===== src/rtl/codec_cfg_sequencer.sv =====
// -----------------------------------------------------------------------------
// codec_cfg_sequencer
//
// Brings up the WM8731 audio codec over the shared I2C byte controller and then
// forwards runtime register writes (volume, mute, ...) to it. After reset it
// waits a power-up delay and writes the seven-entry init table in order. Once
// that is done, it accepts one runtime update at a time from the synth control
// logic. A NACKed transaction is retried after the normal inter-transaction gap.
// If the attempt budget runs out, the sequencer parks in a terminal error state
// until the next reset.
//
// Ports
//   clk        system clock
//   reset      asynchronous, active-high reset
//   txn_valid  transaction request to the I2C master (held until accepted)
//   txn_ready  I2C master idle and able to take a transaction
//   txn_addr   7-bit device address (constant DEV_ADDR)
//   txn_data   WM8731 word: [15:9] register, [8:0] data
//   txn_done   one-cycle completion pulse from the I2C master
//   txn_nack   qualifies txn_done: 1 = device NACKed
//   upd_valid  runtime update request
//   upd_ready  update accepted this cycle (only while idle)
//   upd_reg    register of the runtime update
//   upd_data   data of the runtime update
//   init_done  init table written (sticky)
//   busy       high in every state except idle and error
//   error      retries exhausted (sticky until reset)
//   cur_index  index of the current init table entry
// -----------------------------------------------------------------------------
module codec_cfg_sequencer #(
  parameter logic [6:0] DEV_ADDR       = 7'b0011010,
  parameter int         STARTUP_CYCLES = 50000,
  parameter int         GAP_CYCLES     = 500,
  parameter int         MAX_RETRY      = 3
) (
  input  logic        clk,
  input  logic        reset,
  output logic        txn_valid,
  input  logic        txn_ready,
  output logic [6:0]  txn_addr,
  output logic [15:0] txn_data,
  input  logic        txn_done,
  input  logic        txn_nack,
  input  logic        upd_valid,
  output logic        upd_ready,
  input  logic [6:0]  upd_reg,
  input  logic [8:0]  upd_data,
  output logic        init_done,
  output logic        busy,
  output logic        error,
  output logic [2:0]  cur_index
);

  // Terminal counts of the shared delay counter. The counter runs from 0 up to
  // the terminal value inclusive, so a delay of N yields N+1 cycles in the
  // state. This gives the "reset release -> first request" and
  // "done -> next request" spacing of N+1 cycles.
  localparam logic [19:0] STARTUP_LAST = 20'(STARTUP_CYCLES);
  localparam logic [19:0] GAP_LAST     = 20'(GAP_CYCLES);
  localparam logic [7:0]  RETRY_LIMIT  = 8'(MAX_RETRY);
  localparam logic [2:0]  LAST_INDEX   = 3'd6;

  typedef enum logic [2:0] {
    S_BOOT_WAIT,
    S_ISSUE,
    S_WAIT,
    S_GAP,
    S_IDLE,
    S_ERROR
  } state_t;

  // Init table contents as {register, data}.
  function automatic logic [15:0] rom_word(input logic [2:0] idx);
    logic [6:0] r;
    logic [8:0] d;
    case (idx)
      3'd0:    begin r = 7'h0F; d = 9'h000; end  // reset
      3'd1:    begin r = 7'h06; d = 9'h000; end  // power on
      3'd2:    begin r = 7'h07; d = 9'h00A; end  // I2S, 24-bit
      3'd3:    begin r = 7'h08; d = 9'h000; end  // 48 kHz normal
      3'd4:    begin r = 7'h04; d = 9'h012; end  // DACSEL, mic mute
      3'd5:    begin r = 7'h05; d = 9'h000; end  // DAC unmute
      3'd6:    begin r = 7'h09; d = 9'h001; end  // active
      default: begin r = 7'h00; d = 9'h000; end  // slot 7 is never addressed
    endcase
    return {r, d};
  endfunction

  logic [15:0] init_rom [0:7];

  genvar gi;
  generate
    for (gi = 0; gi < 8; gi++) begin : g_rom
      assign init_rom[gi] = rom_word(3'(gi));
    end
  endgenerate

  state_t      state_reg, state_next;
  logic [19:0] cnt_reg, cnt_next;
  logic [2:0]  index_reg, index_next;
  logic [7:0]  retry_reg, retry_next;
  logic        upd_flag_reg, upd_flag_next;
  logic [15:0] upd_word_reg, upd_word_next;
  logic [15:0] data_reg, data_next;
  logic        init_done_reg, init_done_next;
  logic        error_reg, error_next;

  always_ff @(posedge clk or posedge reset) begin
    if (reset) begin
      state_reg     <= S_BOOT_WAIT;
      cnt_reg       <= '0;
      index_reg     <= '0;
      retry_reg     <= '0;
      upd_flag_reg  <= 1'b0;
      upd_word_reg  <= '0;
      data_reg      <= '0;
      init_done_reg <= 1'b0;
      error_reg     <= 1'b0;
    end else begin
      state_reg     <= state_next;
      cnt_reg       <= cnt_next;
      index_reg     <= index_next;
      retry_reg     <= retry_next;
      upd_flag_reg  <= upd_flag_next;
      upd_word_reg  <= upd_word_next;
      data_reg      <= data_next;
      init_done_reg <= init_done_next;
      error_reg     <= error_next;
    end
  end

  always_comb begin
    state_next     = state_reg;
    cnt_next       = cnt_reg;
    index_next     = index_reg;
    retry_next     = retry_reg;
    upd_flag_next  = upd_flag_reg;
    upd_word_next  = upd_word_reg;
    data_next      = data_reg;
    init_done_next = init_done_reg;
    error_next     = error_reg;

    case (state_reg)
      S_BOOT_WAIT: begin
        if (cnt_reg == STARTUP_LAST) begin
          cnt_next   = '0;
          index_next = '0;
          data_next  = init_rom[0];
          state_next = S_ISSUE;
        end else begin
          cnt_next = cnt_reg + 20'd1;
        end
      end

      // The outgoing word is loaded into data_reg on entry to S_ISSUE. It is
      // not touched again until the next entry, so it stays stable while the
      // request is pending.
      S_ISSUE: begin
        if (txn_ready) begin
          state_next = S_WAIT;
        end
      end

      S_WAIT: begin
        if (txn_done) begin
          if (!txn_nack) begin
            retry_next = '0;
            if (upd_flag_reg) begin
              upd_flag_next = 1'b0;
            end else if (index_reg == LAST_INDEX) begin
              init_done_next = 1'b1;
            end else begin
              index_next = index_reg + 3'd1;
            end
            cnt_next   = '0;
            state_next = S_GAP;
          end else begin
            retry_next = retry_reg + 8'd1;
            if (retry_reg + 8'd1 >= RETRY_LIMIT) begin
              error_next = 1'b1;
              state_next = S_ERROR;
            end else begin
              cnt_next   = '0;
              state_next = S_GAP;
            end
          end
        end
      end

      // A nonzero retry count means the last word was NACKed and must be sent
      // again. index_reg and upd_flag_reg still select that same word.
      S_GAP: begin
        if (cnt_reg == GAP_LAST) begin
          cnt_next = '0;
          if (!init_done_reg || (retry_reg != 8'd0)) begin
            data_next  = upd_flag_reg ? upd_word_reg : init_rom[index_reg];
            state_next = S_ISSUE;
          end else begin
            state_next = S_IDLE;
          end
        end else begin
          cnt_next = cnt_reg + 20'd1;
        end
      end

      S_IDLE: begin
        if (upd_valid) begin
          upd_word_next = {upd_reg, upd_data};
          upd_flag_next = 1'b1;
          data_next     = {upd_reg, upd_data};
          state_next    = S_ISSUE;
        end
      end

      S_ERROR: begin
        state_next = S_ERROR;
      end

      default: begin
        state_next = S_ERROR;
      end
    endcase
  end

  assign txn_valid = (state_reg == S_ISSUE);
  assign txn_addr  = DEV_ADDR;
  assign txn_data  = data_reg;
  assign upd_ready = (state_reg == S_IDLE);
  assign init_done = init_done_reg;
  assign busy      = (state_reg != S_IDLE) && (state_reg != S_ERROR);
  assign error     = error_reg;
  assign cur_index = index_reg;

endmodule


===== config.mk =====
export PLATFORM = sky130hd
export DESIGN_NAME = codec_cfg_sequencer
export DESIGN_NICKNAME = d
export VERILOG_FILES = /design/src/rtl/codec_cfg_sequencer.sv
export SDC_FILE = /design/constraint.sdc
export NUM_CORES = 1
export LEC_CHECK = 0
export BUFFER_PORTS_ARGS = -buffer_cell sky130_fd_sc_hd__buf_2
export CAP_MARGIN = 20
export CORE_MARGIN = 2
export CORE_UTILIZATION = 55
export CTS_CLUSTER_DIAMETER = 50
export DETAILED_ROUTE_END_ITERATION = 16
export HOLD_SLACK_MARGIN = 0.08
export PLACE_DENSITY = 0.87
export SKIP_LAST_GASP = 1
export SYNTH_ARGS = -nofsm -noshare
export SYNTH_HDL_FRONTEND = slang
export SYNTH_SLANG_ARGS = --single-unit
export TNS_END_PERCENT = 50

===== constraint.sdc =====
create_clock -name clk -period 3.4 [get_ports clk]
set_input_delay 0.68 -clock clk [delete_from_list [all_inputs] [get_ports clk]]
set_output_delay 0.68 -clock clk [all_outputs]
set_load 0.02 [all_outputs]

==> results.md, run 1 <==
* DRT Pass-1 Iters at 6
* I/O pin count at 53
* Die area at 7918 sq um
* Max FFs per register at 20
* Final HPWL DP at 6077 um
* Area Overhead vs Synth at 11.91%
* DRT iter0 DRCs at 244
* Tmin final at 2.746 ns
* Distinct cells, synth at 55
* Pleak at 2.057 nW
* Max_cap viols at 0
* Post-synth EDFFs at 0
* Design area at 4446 sq um
* Post-detailed-route count of antenna-violating nets at 0
* Vias at 3261
* Critical-path top delay cell: a221o_2
* Initial antenna violation count at 0
* Setup violators final at 0
* Hold Buf Count CTS at 0
* TritonCTS clock tree: built
* Placed Instance Area at 4177 sq um
* Arrival time at the worst endpoint at 2.97 ns
* Synth Warn # at 0
* Most common cell after layout, fill and taps aside: dfrtp_1
* Cells after synthesis at 409
* Mean number of vias per cell at 6.017
* Vias in the first global route at 3009
* Syn Area/Cell at 9.713 sq um
* Flop and latch count out of synthesis at 69
* Post-Place Worst Slack at 0.5130 ns
* Final period utilization at 0.8076
* Post-CTS Resized at 0
* # diodes at 0
* Ys flop type: dfrtp_1
* Async SR Flop Fraction at 1.000
* Max transition margin at 0.3775
* Rows at 30
* First-pass GRT wire length at 14060 um
* R2R depth at 6
* RSZ-0062 raised after global routing: no
* Outcome: finished clean
* Worst setup margin at 0.6542 ns
* Kind of end point of the critical path: register
* Most frequent cells in the layout: 69 x dfrtp_1, 45 x buf_2, 40 x nand2_1
* Routed wire length per instance at 16.19 um
* Worst Hold Class: input port to asynchronous set/reset pin
* IO buf count at 45
* All-layer global routing usage at 0.2293
* Initial Util at 0.5752
* Ordered list of cells on the worst path: ha_1 > or3_4 > a2111oi_4 > a21oi_2 > or2_1 > a221o_2
* WP data required at 3.63 ns
* Post-synth design cell area at 3973 sq um
* Seq/Total Area, Yosys at 0.4346
* Die H at 88.99 um
* Clock root cell: clkbuf_8
* Pwr Density at 802.3 nW/um^2
* Layout cells sized above 1 at 0.2713
* Max stage delay on crit path at 0.47 ns
* Post-CTS setup buffer count at 0
* Max frequency at 364.2 MHz
* Placer Congestion at 0.8621
* Slew @ Worst Pin at 0.9336 ns
* Setup TNS at 0 ns
* VDD IR max at 0.0003357 V
* CTS sink cnt at 69
* Total CTS buffers at 9
* Final setup skew at 0.01217 ns
* WS Path Type: register to register
* Critical Path Source Type: register
* Max Transition Viols Final at 0
* WL final at 8776 um
* Htree depth at 3
* Core area at 6907 sq um
* Fin. Hold Viols at 0
* Die Wd at 88.99 um
* Clock Latency Late Sink at 0.35 ns
* Drc violations at 0
* Clock-pin transition on the worst setup and hold timing paths at 0.08 ns
* Max Buffers Root-to-Sink at 2
* CP max FO at 15
* Final #Nets at 472
* Largest net degree at the start of global routing at 31
* Total grt overflow at 0
-- stage by stage --
step	utilization	instances	power [mW]	hold WS (ns)
after floorplan	-	414	2.393	0.4749
after global placement	0.6047	526	2.583	0.4627
after detailed placement	0.6047	526	2.654	0.4532
after CTS	0.6437	542	3.564	0.4298
after global routing	0.6437	542	3.776	0.4534
final	0.6437	542	3.567	0.4067
-- cell type report --
class	count	area, sq um
repair buffers	48	247.7
well taps	96	120.1
inverters	16	60.06
flip-flops and latches	69	1727
clock buffers	9	123.9
clock inverters	7	145.1
multi-input cells	297	2022
fillers	552	2461
-- critical path: cells and delay by family (launching register included) --
kind | cells | cell delay, ns
adder cells (fa/ha/maj) | 1 | 0.29
flip-flops | 1 | 0.45
AO/OA/AOI/OAI | 3 | 1.01
AND/OR/NAND/NOR | 2 | 0.86
-- logic make-up (layout without fill, tap and decap cells) --
family                     count (synthesis)  count (layout)  synth area share
other                                      2               7          0.001890
xor gates and xnor gates                   1               1          0.002205
DFF                                       69              69            0.4346
buffers and inverters                     48              80           0.06110
adders and majority gates                  9               9           0.02835
AOI/OAI and AO/OA                         87              87            0.1638
and+or+nand+nor                          155             155            0.2025
muxes                                     38              38            0.1055
-- power breakdown --
part           switching, mW  internal, mW
combinational          0.721         0.585
clock                  0.341         0.565
sequential             0.283          1.07
total                   1.35          2.22
-- final timing paths --
path / from / endpoint / slack (ns)
setup / recovery: retry_reg[0] / cnt_reg[12] / 0.65
hold / removal: reset / cnt_reg[9] / 0.41
setup reg to reg: retry_reg[0] / cnt_reg[12] / 0.65
hold reg to reg: error / error / 0.47
max in group asynchronous: reset / txn_data[0] / 2.25
min in group clk: error / error / 0.47
-- cells in the mapped netlist (4+ instances only) --
| master | n | share of area |
|---|---|---|
| or2_2 | 5 | 0.0079 |
| and2_1 | 5 | 0.0079 |
| mux2i_1 | 7 | 0.018 |
| nor2b_1 | 4 | 0.0063 |
| nand2_1 | 40 | 0.038 |
| a221o_2 | 5 | 0.014 |
| o21ai_0 | 24 | 0.030 |
| a21oi_1 | 10 | 0.013 |
| nand2b_1 | 4 | 0.0063 |
| inv_1 | 16 | 0.015 |
| nand4_1 | 7 | 0.011 |
| a22o_1 | 10 | 0.022 |
| buf_2 | 5 | 0.0063 |
| nor3_1 | 11 | 0.014 |
| nand3_1 | 16 | 0.020 |
| clkbuf_1 | 15 | 0.014 |
| or3_1 | 4 | 0.0063 |
| dfrtp_1 | 69 | 0.43 |
| nor2_1 | 24 | 0.023 |
| buf_4 | 8 | 0.015 |
| mux2_2 | 31 | 0.088 |
| o31ai_1 | 6 | 0.011 |
| a211o_2 | 8 | 0.020 |
| and3_1 | 21 | 0.033 |
| ha_1 | 9 | 0.028 |
| o22ai_1 | 4 | 0.0063 |
-- layer usage --
metal / GRT usage / up-vias / wire [um]
met5: 0 / - / 0
met4: 0.1004 / 0 / 201
met3: 0.04524 / 18 / 512
met2: 0.3765 / 126 / 4212
met1: 0.2960 / 1586 / 3850
li1: - / 1531 / -
Note: power is estimated with default switching activity, not from simulation.
==> run 2: changes to the inputs <==
==> constraint.sdc (replaced) <==
create_clock -name clk -period 2.8 [get_ports clk]
set_input_delay 0.56 -clock clk [delete_from_list [all_inputs] [get_ports clk]]
set_output_delay 0.56 -clock clk [all_outputs]
set_load 0.02 [all_outputs]
==> results.md, run 2 (synthesized netlist as in run 1, its figures left out) <==
* Uppermost routed layer: met4
* Routed wire length per instance at 16.51 um (+2.0%)
* Kind of end point of the critical path: register
* WS Path Type: register to register
* WL met3 at 439 um (-14%)
* Max_cap viols at 0 (unchanged)
* Clock root cell: clkbuf_8
* Clock Latency Late Sink at 0.35 ns (about the same)
* Drc violations at 0 (unchanged)
* Setup TNS at 0 ns (unchanged)
* Outcome: finished clean
* Critical R2R Launch: retry_reg[0]
* CP max FO at 15 (unchanged)
* Die area at 7918 sq um (unchanged)
* Largest net degree at the start of global routing at 32 (+3.2%)
* Most common cell after layout, fill and taps aside: dfrtp_1
* Slew @ Worst Pin at 0.5753 ns (-0.3583 ns)
* VDD IR max at 0.0004395 V (+31%)
* Layout cells sized above 1 at 0.2810 (+0.009673)
* Clock-pin transition on the worst setup and hold timing paths at 0.08 ns (about the same)
* Met2 routed WL at 4466 um (+6.0%)
* Tmin final at 2.681 ns (-0.06479 ns)
* Tot Pwr at 4.297 mW (+20%)
* Mean number of vias per cell at 5.965 (-0.85%)
* Total CTS buffers at 9 (unchanged)
* Ordered list of cells on the worst path: ha_1 > or3_4 > a2111oi_4 > a21oi_2 > or2_2 > a221o_2
* Setup violators final at 0 (unchanged)
* Arrival time at the worst endpoint at 2.91 ns (-0.06 ns)
* Initial antenna violation count at 0 (unchanged)
* RSZ-0062 raised after global routing: no
* Register area at 1727 sq um (unchanged)
* Htree depth at 3 (unchanged)
* Vias in the first global route at 3208 (+6.6%)
* Final setup skew at 0.01047 ns (-0.001696 ns)
* Final HPWL DP at 6245 um (+2.8%)
* Worst Setup SP: retry_reg[0]
* Area of the multi-input gates at 2022 sq um (unchanged)
* Max stage delay on crit path at 0.45 ns (-0.02 ns)
* Die H at 88.99 um (unchanged)
* DRT iter0 DRCs at 169 (-31%)
* Worst path buffer plus inverter count at 0 (unchanged)
* Critical-path top delay cell: dfrtp_1
* First-pass GRT wire length at 14990 um (+6.6%)
* Max FFs per register at 20 (unchanged)
* Max transition margin at 0.6159 (+0.2384)
* WP data required at 3.03 ns (-0.60 ns)
* Total grt overflow at 0 (unchanged)
* WL final at 9048 um (+3.1%)
* R2r setup slk at 0.12 ns (-0.54 ns)
* Max Buffers Root-to-Sink at 2 (unchanged)
* All-layer global routing usage at 0.2454 (+0.01605)
* Fin. Hold Viols at 0 (unchanged)
* I/O pin count at 53 (unchanged)
* Final period utilization at 0.9575 (+0.1499)
* Placer Congestion at 0.8765 (+1.7%)
* Vias at 3269 (+0.25%)
* Area Overhead vs Synth at 12.28%
* Final #Nets at 478 (+1.3%)
* FILL cells at 555 (+0.54%)
* Die Wd at 88.99 um (unchanged)
* Max Transition Viols Final at 0 (unchanged)
* TritonCTS clock tree: built
* Most frequent cells in the layout: 69 x dfrtp_1, 45 x buf_2, 40 x nand2_1
* Critical Path Source Type: register
* Pleak at 2.073 nW (+0.78%)
* Initial Util at 0.5752 (unchanged)
* Met1 WL at 3945 um (+2.5%)
* DRT Pass-1 Iters at 5 (-1)
* Rows at 30 (unchanged)
* Core area at 6907 sq um (unchanged)
* Max frequency at 373.0 MHz (+2.4%)
* IO buf count at 45 (unchanged)
* Post-detailed-route count of antenna-violating nets at 0 (unchanged)
* Worst Hold Class: input port to asynchronous set/reset pin
* CTS sink cnt at 69 (unchanged)
* Top delay family on crit path: compound AO/OA/AOI/OAI gates
* Pwr Density at 963.3 nW/um^2 (+20%)
* # diodes at 0 (unchanged)
-- run 2: final cells by class --
cell class	instances	share of cell area
Multi-Input combinational cell	297	0.4533
Sequential cell	69	0.3871
Timing Repair Buffer	54	0.06564
Clock buffer	10	0.02861
Tap cell	96	0.02693
Clock inverter	6	0.02496
Inverter	16	0.01346
-- run 2: metrics by stage --
| stage | setup slack (ns) | area (sq um) | util | hold slack, ns | cells |
|---|---|---|---|---|---|
| finish | 0.1190 | 4461 | 0.6458 | 0.2652 | 548 |
| global route | 0.02419 | 4461 | 0.6458 | 0.3093 | 548 |
| CTS | 0.09971 | 4461 | 0.6458 | 0.2833 | 548 |
| detailed placement | 0.1244 | 4222 | 0.6112 | 0.4705 | 532 |
| global placement | 0.2027 | 4222 | 0.6112 | 0.4630 | 532 |
| floorplan | 0.3383 | 3991 | - | 0.4749 | 414 |
-- run 2: power breakdown --
group | internal [mW] | switching, mW | leakage [nW]
Combinational | 0.767 | 0.920 | 1.12
Clock | 0.592 | 0.389 | 0.116
Sequential | 1.30 | 0.328 | 0.834
Total | 2.66 | 1.64 | 2.07
-- run 2: worst reg2reg max path, delay by kind of cell, from the launching register on --
kind | cells | cell delay [ns]
AND/OR/NAND/NOR | 2 | 0.86
adder cells (fa/ha/maj) | 1 | 0.29
flip-flops | 1 | 0.45
AO/OA/AOI/OAI | 3 | 0.99
-- run 2: routing by layer --
| layer | GRT usage | vias up |
|---|---|---|
| met5 | 0 | - |
| met4 | 0.1153 | 0 |
| met3 | 0.03693 | 23 |
| met2 | 0.4193 | 112 |
| met1 | 0.3066 | 1595 |
| li1 | - | 1539 |
-- run 2: worst paths after layout --
check / cells after the start / end
min: 2 / upd_word_reg[9]
max reg2reg: 6 / cnt_reg[16]
max: 6 / cnt_reg[16]
max in group asynchronous: 3 / init_done
min reg2reg: 1 / error
min in group clk: 2 / upd_word_reg[15]
-- run 2: what timing repair did --
item                                    in CTS  in global routing
endpoints found under the setup margin       0                  6
hold buffers                                 0                  0
setup buffers                                0                  0
gates resized for setup                      0                  1
==> run 3: changes to the inputs <==
--- a/config.mk
+++ b/config.mk
@@ -5,14 +5,15 @@
 export SDC_FILE = /design/constraint.sdc
 export NUM_CORES = 1
 export LEC_CHECK = 0
+export ABC_AREA = 1
 export BUFFER_PORTS_ARGS = -buffer_cell sky130_fd_sc_hd__buf_2
 export CAP_MARGIN = 20
 export CORE_MARGIN = 2
-export CORE_UTILIZATION = 55
+export CORE_UTILIZATION = 50
 export CTS_CLUSTER_DIAMETER = 50
 export DETAILED_ROUTE_END_ITERATION = 16
 export HOLD_SLACK_MARGIN = 0.08
-export PLACE_DENSITY = 0.87
+export PLACE_DENSITY = 0.8
 export SKIP_LAST_GASP = 1
 export SYNTH_ARGS = -nofsm -noshare
 export SYNTH_HDL_FRONTEND = slang
==> results.md, run 3 <==
* Fin. Hold Viols at 0 (unchanged)
* Initial Util at 0.5227 (-0.05249)
* Syn Area/Cell at 7.365 sq um (-24%)
* R2r setup slk at 0.61 ns (+0.49 ns)
* Synth Warn # at 0 (unchanged)
* Largest net degree at the start of global routing at 29 (-9.4%)
* CP max FO at 9 (-6)
* DRT iter0 DRCs at 268 (+59%)
* DRT Pass-1 Iters at 5 (unchanged)
* Critical R2R Launch: cnt_reg[0]
* Initial antenna violation count at 0 (unchanged)
* Post-synth EDFFs at 0 (unchanged)
* Kind of end point of the critical path: output port
* All-layer global routing usage at 0.2276 (-0.01779)
* Post-Place Worst Slack at 0.6414 ns (+0.5170 ns)
* NetSw at 2.169 mW (+33%)
* Busiest layer in global routing: met2
* Layout Cells excl Fill at 737 (+34%)
* Synth top area share at 0.3980 (-0.03661)
* Internal power at 2.359 mW (-11%)
* TritonCTS clock tree: built
* Rows at 33 (+10%)
* Commonest cells post-synth: 180 x nand2_1, 69 x dfrtp_1, 56 x o21ai_0
* Design area at 4762 sq um (+6.8%)
* WP data required at 2.24 ns (-0.79 ns)
* Mean number of vias per cell at 5.449 (-8.7%)
* Die Wd at 97.15 um (+9.2%)
* Critical Path Source Type: register
* Core area at 8299 sq um (+20%)
* Arrival time at the worst endpoint at 1.66 ns (-1.25 ns)
* Clock power share at 0.185 (-0.043)
* Hold Buf Count CTS at 0 (unchanged)
* Routed wire length per instance at 14.24 um (-14%)
* Cells after synthesis at 589 (+44%)
* WL final at 10490 um (+16%)
* Final period utilization at 0.7916 (-0.1659)
* Max transition margin at 0.4438 (-0.1721)
* Outcome: finished clean
* Post-CTS setup buffer count at 0 (unchanged)
* Placer Congestion at 1.009 (+15%)
* Worst Setup SP: state_reg[0]
* Placed Instance Area at 4563 sq um (+8.1%)
* Vias in the first global route at 3705 (+15%)
* Slew @ Worst Pin at 0.8323 ns (+0.2569 ns)
* Setup violators final at 0 (unchanged)
* Cell taking the most area after synthesis: dfrtp_1
* Final setup skew at 0.01474 ns (+0.004268 ns)
* Met1 Use GR at 0.3086 (+0.002024)
* Clock root cell: clkbuf_8
* Drc violations at 0 (unchanged)
* Die area at 9437 sq um (+19%)
* Setup crit end: txn_valid
* Final #Nets at 658 (+38%)
* WS Path Type: register to output port
* Max Buffers Root-to-Sink at 2 (unchanged)
* Seq/Total Area, Yosys at 0.3980 (-0.03661)
* IO buf count at 45 (unchanged)
* Layout cells sized above 1 at 0.1756 (-0.1053)
* Distinct cells, synth at 41 (-25%)
* VDD IR max at 0.0005252 V (+19%)
* Reg-to-Reg End: txn_data[11]
* Register share of total power at 0.359 (-0.020)
* Worst setup margin at 0.5835 ns (+0.4646 ns)
* Max_cap viols at 0 (unchanged)
* Max frequency at 451.2 MHz (+21%)
* # diodes at 0 (unchanged)
* Worst Hold Class: input port to asynchronous set/reset pin
* Pleak at 2.373 nW (+14%)
* Tmin final at 2.216 ns (-0.4646 ns)
* Total CTS buffers at 9 (unchanged)
* Most common cell after layout, fill and taps aside: nand2_1
* Pwr Density at 950.8 nW/um^2 (-1.3%)
* Placed Cells at 721 (+36%)
* Flop and latch count out of synthesis at 69 (unchanged)
* Met3 Track Usage GR at 0.03525 (-0.001683)
* Clock Latency Late Sink at 0.36 ns (about the same)
* Area Overhead vs Synth at 9.778%
* Final HPWL DP at 7772 um (+24%)
* Ys flop type: dfrtp_1
* Most common cell in the synthesized netlist: nand2_1
* I/O pin count at 53 (unchanged)
* First-pass GRT wire length at 17600 um (+17%)
* Sw frac at 0.4791 (+0.09829)
* Comb pwr share at 0.455 (+0.062)
* R2R depth at 11 (+5)
* CTS sink cnt at 69 (unchanged)
* Post-detailed-route count of antenna-violating nets at 0 (unchanged)
* Max Transition Viols Final at 0 (unchanged)
* Post-synth design cell area at 4338 sq um (+9.2%)
* RSZ-0062 raised after global routing: no
* GR Layer Usage met2 at 0.3681 (-0.05121)
* Post-CTS Resized at 0 (unchanged)
* Total grt overflow at 0 (unchanged)
* Htree depth at 3 (unchanged)
* Vias at 4016 (+23%)
* Die H at 97.15 um (+9.2%)
* Async SR Flop Fraction at 1.000 (unchanged)
* Max FFs per register at 20 (unchanged)
* Most frequent cells in the layout: 180 x nand2_1, 69 x dfrtp_1, 56 x o21ai_0
* Setup TNS at 0 ns (unchanged)
* Clock-pin transition on the worst setup and hold timing paths at 0.08 ns (about the same)
* Synth area leaders: dfrtp_1 40%, nand2_1 16%, o21ai_0 6.5%
run 3: worst min-delay path by stage:
stage / start / end / slack, ns
3_3_place_gp: txn_data[4] / txn_data[4] / 0.45
2_1_floorplan: upd_word_reg[9] / upd_word_reg[9] / 0.45
5_1_grt: reset / txn_data[2] / 0.25
4_1_cts: reset / txn_data[2] / 0.24
6_report: reset / cnt_reg[14] / 0.23
3_5_place_dp: txn_data[12] / txn_data[12] / 0.47
run 3: cell type report:
type                       count  area [sq um]
fill                         776          3537
multi-input combinational    437          2220
sequential                    69          1727
timing repair buffer          48         247.7
inverter                      62         237.7
tap                          105         131.4
clock buffer                  10         127.6
clock inverter                 6         71.32
run 3: layer usage:
metal / part of all wire / vias to the layer above
met5: 0 / -
met4: 0.024 / 0
li1: - / 1964
met3: 0.057 / 25
met1: 0.45 / 1882
met2: 0.47 / 145
run 3: kinds of logic (layout without fill, tap and decap cells):
| logic type | count (synthesis) | count (layout) | synth area share |
|---|---|---|---|
| flip-flops | 69 | 69 | 0.3980 |
| adder cells (fa/ha/maj) | 9 | 9 | 0.02596 |
| XOR/XNOR | 11 | 11 | 0.02221 |
| AO/OA/AOI/OAI | 91 | 91 | 0.1185 |
| multiplexers | 5 | 5 | 0.01298 |
| buffers and inverters | 88 | 126 | 0.09460 |
| other | 2 | 7 | 0.001731 |
| AND/OR/NAND/NOR | 314 | 314 | 0.3259 |
run 3: critical path: stages, from the launching register on:
cell	delay [ns]
dfrtp_1	0.57
inv_1	0.25
nor2_1	0.13
nand2_1	0.10
inv_1	0.09
buf_2	0.16
run 3: power by group through the flow:
stage          Clock (mW)  Sequential (mW)  Combinational, mW
4_1_cts             0.852             1.62               2.05
3_5_place_dp            0             1.64               2.04
2_1_floorplan           0             1.60               1.70
6_report            0.839             1.63               2.06
5_1_grt             0.900             1.67               2.31
3_3_place_gp            0             1.62               2.00
run 3: metrics by stage:
stage	power, mW	hold WS [ns]	util
after floorplan	3.306	0.4478	-
after global placement	3.615	0.4502	0.5498
after detailed placement	3.677	0.4687	0.5498
after CTS	4.523	0.2373	0.5738
after global routing	4.878	0.2470	0.5738
final	4.528	0.2281	0.5738
